<file path="src/rtl/pc_fetch_ctrl_if.sv">
// Fetch-side bundle: instruction-memory request/ack plus the decode hand-off.
// master = fetch controller, slave = memory/decode environment.
// No logic here; timing is owned by the controller.
interface pc_fetch_ctrl_if;
  logic        imem_req;
  logic [31:0] imem_addr;
  logic        imem_ack;
  logic [31:0] imem_rdata;
  logic        inst_valid;
  logic [31:0] inst;
  logic [31:0] inst_pc;
  logic        inst_ready;

  modport master (
    output imem_req, imem_addr, inst_valid, inst, inst_pc,
    input  imem_ack, imem_rdata, inst_ready
  );

  modport slave (
    input  imem_req, imem_addr, inst_valid, inst, inst_pc,
    output imem_ack, imem_rdata, inst_ready
  );
endinterface

</file>
<file path="src/rtl/pc_fetch_ctrl.sv">
// PC owner and fetch sequencer: picks next PC, drives imem req/ack, holds one instruction for decode.
// Latency: ack may land in the request cycle; instruction is valid the cycle after ack.
// Backpressure: held instruction waits while stall=1 or inst_ready=0; no new fetch until it leaves.
module pc_fetch_ctrl #(
  parameter logic [31:0] RESET_PC = 32'h0000_0000,
  parameter logic [31:0] TRAP_VEC = 32'h0000_0100
) (
  input  logic        clk,
  input  logic        rst,
  input  logic        trap,
  input  logic        jmp_valid,
  input  logic [31:0] jmp_target,
  input  logic        br_taken,
  input  logic [31:0] br_target,
  input  logic        stall,
  pc_fetch_ctrl_if.master bus,
  output logic [31:0] pc
);

  typedef enum logic {FETCH, HOLD} state_t;

  state_t      state, state_nx;
  logic        req, req_nx;
  logic        valid, valid_nx;
  logic [31:0] inst, inst_nx;
  logic [31:0] inst_pc, inst_pc_nx;
  logic [31:0] pc_nx;
  logic        squash, squash_nx;
  logic [31:0] pending, pending_nx;

  logic        redirect;
  logic [31:0] target;
  logic        accept;

  assign bus.imem_req   = req;
  assign bus.imem_addr  = pc;
  assign bus.inst_valid = valid;
  assign bus.inst       = inst;
  assign bus.inst_pc    = inst_pc;

  // Redirect source selection: trap beats jump beats branch; targets word-aligned.
  always_comb begin
    redirect = trap | jmp_valid | br_taken;
    if (trap)
      target = TRAP_VEC;
    else if (jmp_valid)
      target = jmp_target & 32'hFFFF_FFFC;
    else
      target = br_target & 32'hFFFF_FFFC;
    accept = bus.inst_ready & ~stall;
  end

  // Next-state logic. req=0 in FETCH is the single idle cycle before a request issues.
  always_comb begin
    state_nx   = state;
    req_nx     = req;
    valid_nx   = valid;
    inst_nx    = inst;
    inst_pc_nx = inst_pc;
    pc_nx      = pc;
    squash_nx  = squash;
    pending_nx = pending;
    case (state)
      FETCH: begin
        if (!req) begin
          // Nothing outstanding, so a redirect can retarget the PC directly.
          req_nx = 1'b1;
          if (redirect) pc_nx = target;
        end else if (bus.imem_ack) begin
          req_nx    = 1'b0;
          squash_nx = 1'b0;
          if (redirect) begin
            pc_nx = target;
          end else if (squash) begin
            pc_nx = pending;
          end else begin
            inst_nx    = bus.imem_rdata;
            inst_pc_nx = pc;
            valid_nx   = 1'b1;
            state_nx   = HOLD;
          end
        end else if (redirect) begin
          // Request stays in flight at the old address; its data will be dropped.
          pending_nx = target;
          squash_nx  = 1'b1;
        end
      end
      HOLD: begin
        if (redirect) begin
          valid_nx = 1'b0;
          pc_nx    = target;
          state_nx = FETCH;
          req_nx   = 1'b1;
        end else if (accept) begin
          valid_nx = 1'b0;
          pc_nx    = pc + 32'd4;
          state_nx = FETCH;
          req_nx   = 1'b1;
        end
      end
      default: state_nx = FETCH;
    endcase
  end

  // State register with synchronous reset; reset discards any in-flight ack.
  always_ff @(posedge clk) begin
    if (rst) begin
      state   <= FETCH;
      req     <= 1'b0;
      valid   <= 1'b0;
      inst    <= 32'h0;
      inst_pc <= 32'h0;
      pc      <= RESET_PC;
      squash  <= 1'b0;
      pending <= 32'h0;
    end else begin
      state   <= state_nx;
      req     <= req_nx;
      valid   <= valid_nx;
      inst    <= inst_nx;
      inst_pc <= inst_pc_nx;
      pc      <= pc_nx;
      squash  <= squash_nx;
      pending <= pending_nx;
    end
  end

endmodule

</file>
<file path="src/flat_wrapper.sv">
// flat-port wrapper written by rule: the top's interface ports become plain ports
module pc_fetch_ctrl_flat 
#(
  parameter logic [31:0] RESET_PC = 32'h0000_0000,
  parameter logic [31:0] TRAP_VEC = 32'h0000_0100
)
  (clk, rst, trap, jmp_valid, jmp_target, br_taken, br_target, stall, pc, bus_imem_req, bus_imem_addr, bus_inst_valid, bus_inst, bus_inst_pc, bus_imem_ack, bus_imem_rdata, bus_inst_ready);
  pc_fetch_ctrl_if bus_i ();
  input  logic clk;
  input  logic rst;
  input  logic trap;
  input  logic jmp_valid;
  input  logic [31:0] jmp_target;
  input  logic br_taken;
  input  logic [31:0] br_target;
  input  logic stall;
  output logic [31:0] pc;
  output wire logic [$bits(bus_i.imem_req)-1:0] bus_imem_req;
  output wire logic [$bits(bus_i.imem_addr)-1:0] bus_imem_addr;
  output wire logic [$bits(bus_i.inst_valid)-1:0] bus_inst_valid;
  output wire logic [$bits(bus_i.inst)-1:0] bus_inst;
  output wire logic [$bits(bus_i.inst_pc)-1:0] bus_inst_pc;
  input wire logic [$bits(bus_i.imem_ack)-1:0] bus_imem_ack;
  input wire logic [$bits(bus_i.imem_rdata)-1:0] bus_imem_rdata;
  input wire logic [$bits(bus_i.inst_ready)-1:0] bus_inst_ready;
  assign bus_imem_req = bus_i.imem_req;
  assign bus_imem_addr = bus_i.imem_addr;
  assign bus_inst_valid = bus_i.inst_valid;
  assign bus_inst = bus_i.inst;
  assign bus_inst_pc = bus_i.inst_pc;
  assign bus_i.imem_ack = bus_imem_ack;
  assign bus_i.imem_rdata = bus_imem_rdata;
  assign bus_i.inst_ready = bus_inst_ready;
  pc_fetch_ctrl #(.RESET_PC(RESET_PC), .TRAP_VEC(TRAP_VEC)) u_core (.clk(clk), .rst(rst), .trap(trap), .jmp_valid(jmp_valid), .jmp_target(jmp_target), .br_taken(br_taken), .br_target(br_target), .stall(stall), .bus(bus_i), .pc(pc));
endmodule
</file>
<file path="config.mk">
export PLATFORM = sky130hd
export DESIGN_NAME = pc_fetch_ctrl_flat
export DESIGN_NICKNAME = d
export VERILOG_FILES = /design/src/rtl/pc_fetch_ctrl_if.sv /design/src/rtl/pc_fetch_ctrl.sv /design/src/flat_wrapper.sv
export SDC_FILE = /design/constraint.sdc
export NUM_CORES = 1
export LEC_CHECK = 0
export BUFFER_PORTS_ARGS = -buffer_cell sky130_fd_sc_hd__buf_2
export CAP_MARGIN = 20
export CORE_MARGIN = 1.5
export CORE_UTILIZATION = 46
export DETAILED_ROUTE_END_ITERATION = 7
export PLACE_DENSITY = 0.72
export SLEW_MARGIN = 20
export SYNTH_ARGS = -nofsm -noshare
export SYNTH_HDL_FRONTEND = slang
export SYNTH_SLANG_ARGS = --single-unit
</file>
<file path="constraint.sdc">
create_clock -name clk -period 6.4 [get_ports clk]
set_clock_uncertainty 0.1 [all_clocks]
set_input_delay 0 -clock clk [delete_from_list [all_inputs] [get_ports clk]]
set_output_delay 0 -clock clk [all_outputs]
set_load 0.1 [all_outputs]
</file>
==> results.md <==
- The sum of negative setup slack is 0 ps.
- The worst-case IR drop observed on VDD is 197 uV.
- The count of cells resized by post-cts repair is 0.
- The highest attainable clock frequency is 0.278 GHz.
- The number of library cell types mapped by synthesis is 66.
- The clock net in this run drives a total of 126 sinks.
- The total congestion overflow is 0.
- Summing the areas of all and, or, nand and nor instances in the mapped netlist gives 23.8% of the synthesized area.
- STA classifies the critical path startpoint as a flop.
- The most common library cell in the layout ignoring fill and taps is sky130_fd_sc_hd__nand2_1.
- The overall die area is 15100 sq um.
- Setup repair after global routing left no endpoint under its margin.
- Port buffering added roughly 220 buffers.
- During I/O placement, the number of pins put on the boundary was between 200 and 250.
- The most critical setup path has its startpoint at u_core.state.
- In the synthesized netlist, the number of instances is 902.
- Row generation in the floorplan step produced between 40 and 50 rows.
- The mean post-synth cell area is 7.34 sq um.
- The wire-length estimate of the detail-placed layout is approximately 14 mm.
- The reported max-cap violation count is 0.
- Data on the critical path arrives at its endpoint at 3860 ps.
- The via count of the first global-routing pass is approximately 6700.
- The die extent in x is 123 microns.
- The most frequently used flop master after synthesis is sky130_fd_sc_hd__dfxtp_1.
- For this configuration, the core starts out at a cell density of 47.4%.
- The final routed wirelength across all metal layers is 21.7 mm.
- After detailed routing, the number of remaining DRC violations is 0.
- The top fanout value on the critical path is 45.
- The critical setup path kind is reg -> reg.
- Headroom to the max-slew limit came out at about a third.
- The hold path startpoint is br_target[14].
- The TritonCTS clock tree is done.
- The layout overhead on the synthesized area is 34.9%.
- Summed over all cells, the static leakage comes to approximately 3.8 nW.
- Clock tree synthesis inserted a total of 17 buffers.
- The first global-routing pass estimated ~34 mm of wire.
- In the synthesized netlist the async set-or-reset flop fraction comes to 0%.
- In this run, synthesis produced a sequential element count of 126.
- The largest individual stage delay along the critical path comes from the cell sky130_fd_sc_hd__nor3_4.
- The largest stage delay on the critical path is 610 ps.
- The aggregate global-route resource usage is between 20% and 30%.
- The mapped netlist covers 6620 sq um.
- For the pin with the worst max-slew slack, the measured transition is 981 ps.
- By area, the combinational part of the netlist is dominated by simple AND/OR/NAND/NOR gates.
- The die height is 123 microns.
- In this run the power density over the cells is 246 nW/um^2.
- In this run, synthesis inferred 0 flip-flops with an integrated enable.
- The xor/xnor share of the synthesized area is under 10%.
- Leaving out fill and tap cells, the most frequent cells in the layout are sky130_fd_sc_hd__nand2_1, sky130_fd_sc_hd__buf_2, sky130_fd_sc_hd__dfxtp_1.
- The iteration-0 DRC count of the detailed router is 655.
- Dividing the detail-routed wire length by the instance count gives 16.3 microns.
- The final-report max-slew violation count is 0.
- The path class of the tightest hold or removal check is in -> reg.
- Once detail routing completed, the nets flagged for antenna violations numbered 0.
- The startpoint identified for the worst register-to-register timing path is u_core.state.
- The instance area after placement is 7520 sq um.
- The number of antenna violations at the first check in global routing was 1.
- The longest clock path from root to sink contains 2 buffers.
- The pre-antenna-repair detailed-routing pass consisted of 5 iterations.
- Setup violations remaining at the end of the flow were counted as 0.
- The final cycle utilization of the critical path is between 50% and 60%.
- The run finished with clean final reports.
- The synthesized netlist devotes less than 1% of its cell area to adder and majority cells.
- The final route contains roughly 7300 vias.
- The finished cells cover 8940 sq um.
- The worst setup path is captured at a flop.
- The depth of the CTS H-tree is 4.
- After layout, the design draws a total of 2.20 mW.
- At the worst endpoint, the required time is 6660 ps.
- In the final layout, the share of cells above drive strength 1 is 24.5%.
- The mux contribution to synthesized area is approximately 5.5%.
- The final number of hold-violating endpoints was 0.
- The cell sitting at the root of the clock tree is a sky130_fd_sc_hd__clkbuf_16.
- The sequential-to-total area share from yosys stat is 38.1%.
- The maximum number of pins on one net before global-route repair is 83.
- In this run the standard cell core region covers ~14000 sq um.
- Clock latency on the worst-skew pair, taken at its later pin, is 420 ps.
- The net count of the finished layout is 1245.
- Walking the worst path, the cells encountered are buf_4 > inv_1 > nand2_1 > nor3_4 > buf_4 > nand2_1 > a21oi_1 > dlygate4sd3_1.
- Routability-driven placement finished with a final weighted congestion of 0.888.
- During synthesis, Yosys emitted a total of 0 warnings.
- After clock tree synthesis, the clock-pin slew on the worst setup and hold paths is roughly 60 ps.
- After detailed routing, the number of vias per cell comes to 5.48.
- The smallest clock period supported by the final layout is computed as between 3000 and 4000 ps.
- The fraction of the mapped netlist area in compound gates is between 20 and 25%.
[critical path, delay by kind of cell (launching register included)]
family / cells / cell delay [ps]
AOI/OAI and AO/OA: 1 / 180
DFF: 1 / 290
buffers and inverters: 4 / 1900
and+or+nand+nor: 3 / 1040
[where the power goes]
part	internal (mW)	switching, mW
sequential	0.807	0.0365
clock	0.503	0.364
combinational	0.129	0.361
total	1.44	0.761
[per-stage QoR]
stage / setup slack, ps / instances / util [%] / hold slack, ps
3_3_place_gp: 3410 / 1214 / 53.8 / 140
3_5_place_dp: 3360 / 1214 / 53.8 / 147
2_1_floorplan: 3380 / 907 / - / 36.0
6_report: 2800 / 1334 / 63.9 / 7.97
5_1_grt: 2590 / 1333 / 63.9 / 39.0
4_1_cts: 2930 / 1333 / 63.8 / 3.40
[kinds of logic after synthesis]
family                     count (synthesis)
and+or+nand+nor                          367
AOI/OAI and AO/OA                        242
DFF                                      126
buffers and inverters                    120
muxes                                     36
xor gates and xnor gates                   9
adders and majority gates                  1
other                                      1
[final timing paths]
| path | end | slack, ps | cells past startpoint |
|---|---|---|---|
| hold reg to reg | u_core.bus.inst[4] | 350 | 2 |
| setup / recovery | u_core.bus.inst[26] | 2800 | 8 |
| hold / removal | u_core.pending[14] | 8 | 5 |
| setup reg to reg | u_core.bus.inst[26] | 2800 | 8 |
[layout make-up]
type	count	area, sq um
antenna	1	2.50
timing repair buffer	320	2060
fill	1237	5050
multi-input combinational	661	3530
tap	180	225
sequential	126	2520
clock inverter	13	93.8
inverter	14	53.8
clock buffer	19	443
[flip-flops by register name, summed over array words and instances, names as in the netlist]
signal,count
u_core.bus.imem_req,1
u_core.bus.inst_pc,30
u_core.state,1
u_core.bus.imem_addr,30
u_core.squash,1
u_core.pending,30
u_core.bus.inst_valid,1
u_core.bus.inst,32
[repair_timing]
item | in CTS | in global routing
setup buffers | 0 | 0
hold buffers | 87 | 0
setup endpoints to repair | 0 | 0
hold endpoints to repair | 86 | 0
[cells in the mapped netlist (all sizes together), types with 2 or more instances]
| cell type | instances | area, sq um |
|---|---|---|
| nor2 | 57 | 214 |
| dfxtp | 126 | 2520 |
| o211ai | 8 | 60.1 |
| o22ai | 6 | 37.5 |
| or4 | 3 | 26.3 |
| xnor2 | 6 | 52.6 |
| clkinv | 2 | 8.75 |
| o31a | 3 | 26.3 |
| a211oi | 12 | 95.1 |
| o2bb2ai | 2 | 17.5 |
| and4 | 3 | 27.5 |
| a221oi | 8 | 70.1 |
| a21o | 4 | 30.0 |
| or3 | 7 | 43.8 |
| or2 | 5 | 31.3 |
| buf | 52 | 353 |
| nand3 | 15 | 75.1 |
| and3 | 3 | 20.0 |
| nor2b | 4 | 25.0 |
| o32ai | 4 | 35.0 |
| o21ai | 36 | 180 |
| nand4 | 7 | 50.1 |
| inv | 12 | 45.0 |
| nor3 | 22 | 120 |
| a22oi | 3 | 22.5 |
| nor4 | 6 | 37.5 |
| a31oi | 12 | 75.1 |
| a41oi | 3 | 26.3 |
| clkbuf | 54 | 204 |
| a311o | 3 | 30.0 |
| mux2i | 35 | 350 |
| nand2 | 227 | 852 |
| a21oi | 122 | 611 |
| xor2 | 3 | 26.3 |
| a32oi | 2 | 17.5 |
| nand2b | 6 | 37.5 |
| a2111oi | 2 | 17.5 |
[routing by layer]
metal | wire length (microns) | track usage [%] | vias to the layer above
met4 | 329 | 10.6 | 0
met5 | 0 | 0 | -
met2 | 10400 | 46.4 | 368
met1 | 9320 | 36.8 | 3350
li1 | - | - | 3566
met3 | 1670 | 5.72 | 22
(Power assumes the default switching activity.)
